## config.mk

```make
export PLATFORM = sky130hd
export DESIGN_NAME = mem_arbiter
export DESIGN_NICKNAME = d
export VERILOG_FILES = /design/src/rtl/mem_arbiter_pkg.sv /design/src/rtl/mem_arbiter_pick.sv /design/src/rtl/mem_arbiter.sv
export SDC_FILE = /design/constraint.sdc
export NUM_CORES = 1
export LEC_CHECK = 0
export ABC_AREA = 0
export CORE_MARGIN = 5
export CORE_UTILIZATION = 47
export DETAILED_ROUTE_END_ITERATION = 8
export PLACE_DENSITY = 0.84
export SETUP_SLACK_MARGIN = 0.3
export SYNTH_ARGS = -nofsm -noshare
export SYNTH_HDL_FRONTEND = slang
export SYNTH_SLANG_ARGS = --single-unit
```

## constraint.sdc

```tcl
create_clock -name clk -period 7.6 [get_ports clk]
set_input_delay 1.9 -clock clk [delete_from_list [all_inputs] [get_ports clk]]
set_output_delay 1.9 -clock clk [all_outputs]
set_load 0.01 [all_outputs]
```

## src/rtl/mem_arbiter_pkg.sv

```systemverilog
// Shared definitions for the memory arbiter: FSM states, arbitration modes and
// small index helpers used by the arbiter and its grant picker.
package mem_arbiter_pkg;

  typedef enum logic [1:0] {
    ST_IDLE = 2'd0,
    ST_XFER = 2'd1,
    ST_DONE = 2'd2
  } arb_state_e;

  localparam int unsigned RR_FIXED = 0;
  localparam int unsigned RR_ROUND = 1;

  // Width of an index able to address n items (at least one bit).
  function automatic int unsigned idx_width(input int unsigned n);
    return (n > 1) ? $clog2(n) : 1;
  endfunction

  // (base + off) mod n, valid for base < n and off <= n.
  function automatic int unsigned wrap_add(input int unsigned base, input int unsigned off,
                                           input int unsigned n);
    int unsigned s;
    s = base + off;
    return (s >= n) ? s - n : s;
  endfunction

endpackage

```

## src/rtl/mem_arbiter_pick.sv

```systemverilog
// Combinational grant picker: fixed priority (highest index wins) or
// round-robin starting just above the last granted index.
module arb_pick
  import mem_arbiter_pkg::*;
#(
  parameter int unsigned NUM_PORTS = 2,
  parameter int unsigned RR_MODE   = RR_FIXED,
  parameter int unsigned IDX_W     = idx_width(NUM_PORTS)
) (
  input  logic [NUM_PORTS-1:0] req_i,
  input  logic [IDX_W-1:0]     last_i,
  output logic                 valid_o,
  output logic [IDX_W-1:0]     idx_o
);

  always_comb begin
    valid_o = |req_i;
    idx_o   = '0;
    if (RR_MODE == RR_ROUND) begin
      // Scan farthest-to-nearest so the nearest requester after last_i wins.
      for (int unsigned k = NUM_PORTS; k >= 1; k--) begin
        if (req_i[wrap_add(int'(last_i), k, NUM_PORTS)]) begin
          idx_o = IDX_W'(wrap_add(int'(last_i), k, NUM_PORTS));
        end
      end
    end else begin
      for (int unsigned k = 0; k < NUM_PORTS; k++) begin
        if (req_i[k]) begin
          idx_o = IDX_W'(k);
        end
      end
    end
  end

endmodule

```

## src/rtl/mem_arbiter.sv

```systemverilog
// Multi-port memory arbiter: grants one port at a time and moves its word over
// a narrower memory bus in BEATS beats, skipping unselected write beats.
module mem_arbiter
  import mem_arbiter_pkg::*;
#(
  parameter int unsigned NUM_PORTS = 2,
  parameter int unsigned ADDR_W    = 32,
  parameter int unsigned DATA_W    = 32,
  parameter int unsigned BUS_W     = 8,
  parameter int unsigned RR_MODE   = RR_FIXED
) (
  input  logic                                clk,
  input  logic                                rst,
  input  logic [NUM_PORTS-1:0]                req_i,
  input  logic [NUM_PORTS-1:0]                we_i,
  input  logic [NUM_PORTS*ADDR_W-1:0]         addr_i,
  input  logic [NUM_PORTS*DATA_W-1:0]         wdata_i,
  input  logic [NUM_PORTS*(DATA_W/BUS_W)-1:0] sel_i,
  output logic [NUM_PORTS-1:0]                ready_o,
  output logic [DATA_W-1:0]                   rdata_o,
  output logic [NUM_PORTS-1:0]                stall_o,
  output logic                                mem_ce_o,
  output logic                                mem_we_o,
  output logic [ADDR_W-1:0]                   mem_addr_o,
  output logic [BUS_W-1:0]                    mem_wdata_o,
  input  logic [BUS_W-1:0]                    mem_rdata_i,
  input  logic                                mem_hit_i
);

  localparam int unsigned BEATS = DATA_W / BUS_W;
  localparam int unsigned CNT_W = idx_width(BEATS);
  localparam int unsigned IDX_W = idx_width(NUM_PORTS);
  localparam logic [CNT_W-1:0] LAST_BEAT = CNT_W'(BEATS - 1);

  arb_state_e        state_q, state_d;
  logic [IDX_W-1:0]  grant_q, grant_d;
  logic [IDX_W-1:0]  last_q, last_d;
  logic              we_q, we_d;
  logic [ADDR_W-1:0] addr_q, addr_d;
  logic [DATA_W-1:0] wdata_q, wdata_d;
  logic [BEATS-1:0]  sel_q, sel_d;
  logic [CNT_W-1:0]  cnt_q, cnt_d;
  logic [DATA_W-1:0] rdata_q, rdata_d;

  logic              pick_valid;
  logic [IDX_W-1:0]  pick_idx;
  logic              beat_skip;
  logic              beat_done;

  arb_pick #(
    .NUM_PORTS(NUM_PORTS),
    .RR_MODE  (RR_MODE),
    .IDX_W    (IDX_W)
  ) u_pick (
    .req_i  (req_i),
    .last_i (last_q),
    .valid_o(pick_valid),
    .idx_o  (pick_idx)
  );

  always_comb begin
    state_d     = state_q;
    grant_d     = grant_q;
    last_d      = last_q;
    we_d        = we_q;
    addr_d      = addr_q;
    wdata_d     = wdata_q;
    sel_d       = sel_q;
    cnt_d       = cnt_q;
    rdata_d     = rdata_q;
    beat_skip   = 1'b0;
    beat_done   = 1'b0;
    ready_o     = '0;
    mem_ce_o    = 1'b0;
    mem_we_o    = 1'b0;
    mem_addr_o  = '0;
    mem_wdata_o = '0;

    unique case (state_q)
      ST_IDLE: begin
        if (pick_valid) begin
          grant_d = pick_idx;
          last_d  = pick_idx;
          we_d    = we_i[pick_idx];
          addr_d  = addr_i[int'(pick_idx)*ADDR_W +: ADDR_W];
          wdata_d = wdata_i[int'(pick_idx)*DATA_W +: DATA_W];
          sel_d   = sel_i[int'(pick_idx)*BEATS +: BEATS];
          cnt_d   = '0;
          state_d = ST_XFER;
        end
      end
      ST_XFER: begin
        // Unselected write beats advance without touching memory.
        beat_skip   = we_q && !sel_q[cnt_q];
        beat_done   = beat_skip || mem_hit_i;
        mem_ce_o    = !beat_skip;
        mem_we_o    = we_q && !beat_skip;
        mem_addr_o  = addr_q + ADDR_W'(cnt_q);
        mem_wdata_o = wdata_q[int'(cnt_q)*BUS_W +: BUS_W];
        if (!we_q && mem_hit_i) begin
          rdata_d[int'(cnt_q)*BUS_W +: BUS_W] = mem_rdata_i;
        end
        if (beat_done) begin
          if (cnt_q == LAST_BEAT) begin
            state_d = ST_DONE;
          end else begin
            cnt_d = cnt_q + 1'b1;
          end
        end
      end
      ST_DONE: begin
        ready_o[grant_q] = 1'b1;
        state_d          = ST_IDLE;
      end
      default: state_d = ST_IDLE;
    endcase

    stall_o = rst ? '0 : (req_i & ~ready_o);
  end

  assign rdata_o = rdata_q;

  always_ff @(posedge clk) begin
    if (rst) begin
      state_q <= ST_IDLE;
      grant_q <= '0;
      last_q  <= IDX_W'(NUM_PORTS - 1);
      we_q    <= 1'b0;
      addr_q  <= '0;
      wdata_q <= '0;
      sel_q   <= '0;
      cnt_q   <= '0;
      rdata_q <= '0;
    end else begin
      state_q <= state_d;
      grant_q <= grant_d;
      last_q  <= last_d;
      we_q    <= we_d;
      addr_q  <= addr_d;
      wdata_q <= wdata_d;
      sel_q   <= sel_d;
      cnt_q   <= cnt_d;
      rdata_q <= rdata_d;
    end
  end

endmodule

```

==> impl_results.md <==
- Status: complete, no violations
- CP endpoint kind: output pin
- Pleak: 2.97 nW
- Synth Flop Type: dfxtp_1
- Share of layout cells above drive strength 1: 3.85%
- Drt drc: 0
- Number of synthesized flops with an enable pin: 0
- Drt total wl: around 17,000 µm
- Final Critical Period: 5680 ps
- Wirelength per Cell: between 15 and 20 µm
- Die Y-Extent: 120 µm
- Worst slew pin tran: approximately 1200 ps
- Fillers: 935
- Commonest non-fill, non-tap cell in the layout: clkdlybuf4s50_1
- Max-cap violations: 0
- Worst-Skew Late Latency: 330 ps
- Max Slew Vio Count: 0
- Area of the mapped netlist: 0.00569 mm²
- Number of synthesized register bits: roughly 110
- Setup tns final: 0 ps
- Clock Tree Root: clkbuf_16
- Final layout net count: approximately 1,000
- H-tree Lvls: 3
- Max FO, Critical Path: 19
- Clk sink count: 106
- Synth warn: 0
- CTS-repair resized insts: 0
- Post-cts hold buffer count: 0
- Via count: 5,739
- Core Region: 0.0120 mm²
- Num CTS Buffers: 9
- Routed Antenna Nets: 0
- Grt ovf: 0
- Clk pin slew, worst setup/hold paths: 70 ps
- Initial antenna violation count: 0
- DR iter-0 viols: 598
- Tot GR Track Use: a little under a quarter
- Largest net degree at the start of global routing: 121
- Unrepaired setup endpoints after global routing: false
- Final number of hold-violating endpoints: 0
- Post-synth ARST share: 0%
- Startpoint types: register
- Std-Cell Rows: 40
- PD cells: 163 mW/mm²
- Initial core utilization: 47.6%
- Antenna cells: 0
- Clock Skews: 8.52 ps
- Utilization after layout: 69.0%
- CTS tree: built
- Setup Viol. Count Final: 0
- HPWL after detailed placement: between 10,000 and 15,000 µm
- Mapped Cells: 662
- Critical path type: reg2out
- Mean Syn Cell Area: 8.60 µm²
- I/O pins: 229
- Reg-to-reg slack, setup: 4700 ps
- Req. time, crit path: 5700 ps
- Bufs on Longest Clock Path: 2
- GPL Wtd Cong: 0.881
- Sequential area share after synthesis: 37.3%
- Max_slew headroom: 18.5%
- Postcts setup bufs: 0
- Die area: 0.0144 mm²
- Max VDD drop: roughly 100 µV
- Highest routed metal layer: met4
- Drt pass-1 iters: 5
- WL met1: 7090 µm
- Most frequent cells in the layout: 226 x clkdlybuf4s50_1, 106 x dfxtp_1, 86 x nor2_1, 72 x mux2i_1, 69 x a211oi_1
- Synth cell types: 44
- Met3 wire length: between 1000 and 1500 µm
- Area growth syn-to-layout: 44.9%
- Fmax: 176 MHz
- Hold Path Class: reg2reg
- Via density: between 5 and 6
- Number of port buffers: 228
- First-pass GRT wire length: 26,900 µm
- Tcrit/Tclk final: 74.7%
- Worst Path Arrival: 3780 ps
- Syn Nets: 822
- DR WL met2: 8320 µm
- Die width: about 120 µm
- Vias in the first global route: ~5,400
report_power, final:
part | internal (mW) | switching [mW] | leakage (nW)
clock | 0.232 | 0.203 | 0.132
sequential | 0.592 | 0.0384 | 0.872
combinational | 0.161 | 0.123 | 1.97
sequential cells by signal, summed over array words and instances, names as in the netlist:
signal,flops
sel_q,4
grant_q,1
addr_q,32
state_q,2
cnt_q,2
we_q,1
wdata_q,32
rdata_o,32
cells by family after synthesis:
family          Yosys count  synth area share, %
compound gates          143                 16.6
flops                   106                 37.3
fa+ha+maj                 9                 2.11
simple gates            255                 22.2
buf+inv                  57                 4.13
xor+xnor                 12                 1.85
mux                      80                 15.8
metrics by stage:
step           hold WS, ps  total power [mW]  cell area, µm²  std cells  worst slack (ps)
3_3_place_gp           441             0.917            7970        990              2330
2_1_floorplan          475             0.777            5690        662              2730
4_1_cts                457              1.36            8250       1005              1880
5_1_grt                468              1.41            8250       1005              1670
6_report               457              1.35            8250       1005              1920
3_5_place_dp           447             0.926            7970        990              2230
worst max-delay path: stages, from the launching register on:
cell	delay, ps
dfxtp_1	910
ha_1	320
fa_1	250
nand3_2	180
or3_4	500
or4_1	530
a21oi_1	170
clkdlybuf4s50_1	580
layer usage:
| metal | vias up | GRT usage, % |
|---|---|---|
| met1 | 2651 | 28.6 |
| met4 | 0 | 8.23 |
| li1 | 2816 | - |
| met5 | - | 0 |
| met2 | 239 | 38.8 |
| met3 | 33 | 3.58 |
cells in the mapped netlist (2+ instances only):
| library cell | count | share of area [%] |
|---|---|---|
| a211oi_1 | 69 | 9.1 |
| a21oi_1 | 50 | 4.4 |
| a221oi_1 | 2 | 0.31 |
| and2_1 | 16 | 1.8 |
| and3_1 | 2 | 0.22 |
| and4_1 | 4 | 0.62 |
| buf_1 | 5 | 0.33 |
| buf_2 | 5 | 0.44 |
| buf_6 | 2 | 0.40 |
| clkbuf_1 | 37 | 2.4 |
| dfxtp_1 | 106 | 37 |
| ha_1 | 8 | 1.8 |
| inv_1 | 8 | 0.53 |
| mux2i_1 | 72 | 13 |
| mux4_2 | 8 | 3.2 |
| nand2_1 | 51 | 3.4 |
| nand2b_1 | 4 | 0.44 |
| nand3_1 | 43 | 3.8 |
| nand4_1 | 8 | 0.88 |
| nor2_1 | 86 | 5.7 |
| nor2b_1 | 3 | 0.33 |
| nor3_1 | 6 | 0.53 |
| nor3b_1 | 7 | 0.92 |
| nor4_1 | 6 | 0.66 |
| o21ai_0 | 4 | 0.35 |
| o2bb2ai_1 | 2 | 0.31 |
| o311ai_0 | 2 | 0.31 |
| o31ai_1 | 11 | 1.5 |
| or4_1 | 10 | 1.3 |
| xnor2_1 | 11 | 1.7 |
path summary, 6_finish.rpt:
kind,startpoint,end,cells after the start
setup / recovery,cnt_q[0]$_SDFFE_PP0P_,mem_addr_o[30],7
hold / removal,rdata_o[31]$_SDFFE_PP0P_,rdata_o[31]$_SDFFE_PP0P_,2
setup reg to reg,cnt_q[0]$_SDFFE_PP0P_,rdata_o[1]$_SDFFE_PP0P_,5
hold reg to reg,rdata_o[31]$_SDFFE_PP0P_,rdata_o[31]$_SDFFE_PP0P_,2
final cells by class:
cell class / count / area [µm²] / share of cell area [%]
multi-input combinational: 499 / 3340 / 40.5
tap: 147 / 184 / 2.23
timing repair buffer: 230 / 2290 / 27.8
inverter: 8 / 30.0 / 0.364
clock inverter: 5 / 40.0 / 0.485
sequential: 106 / 2120 / 25.7
clock buffer: 10 / 239 / 2.90
Power figures use the tool's default switching activity.
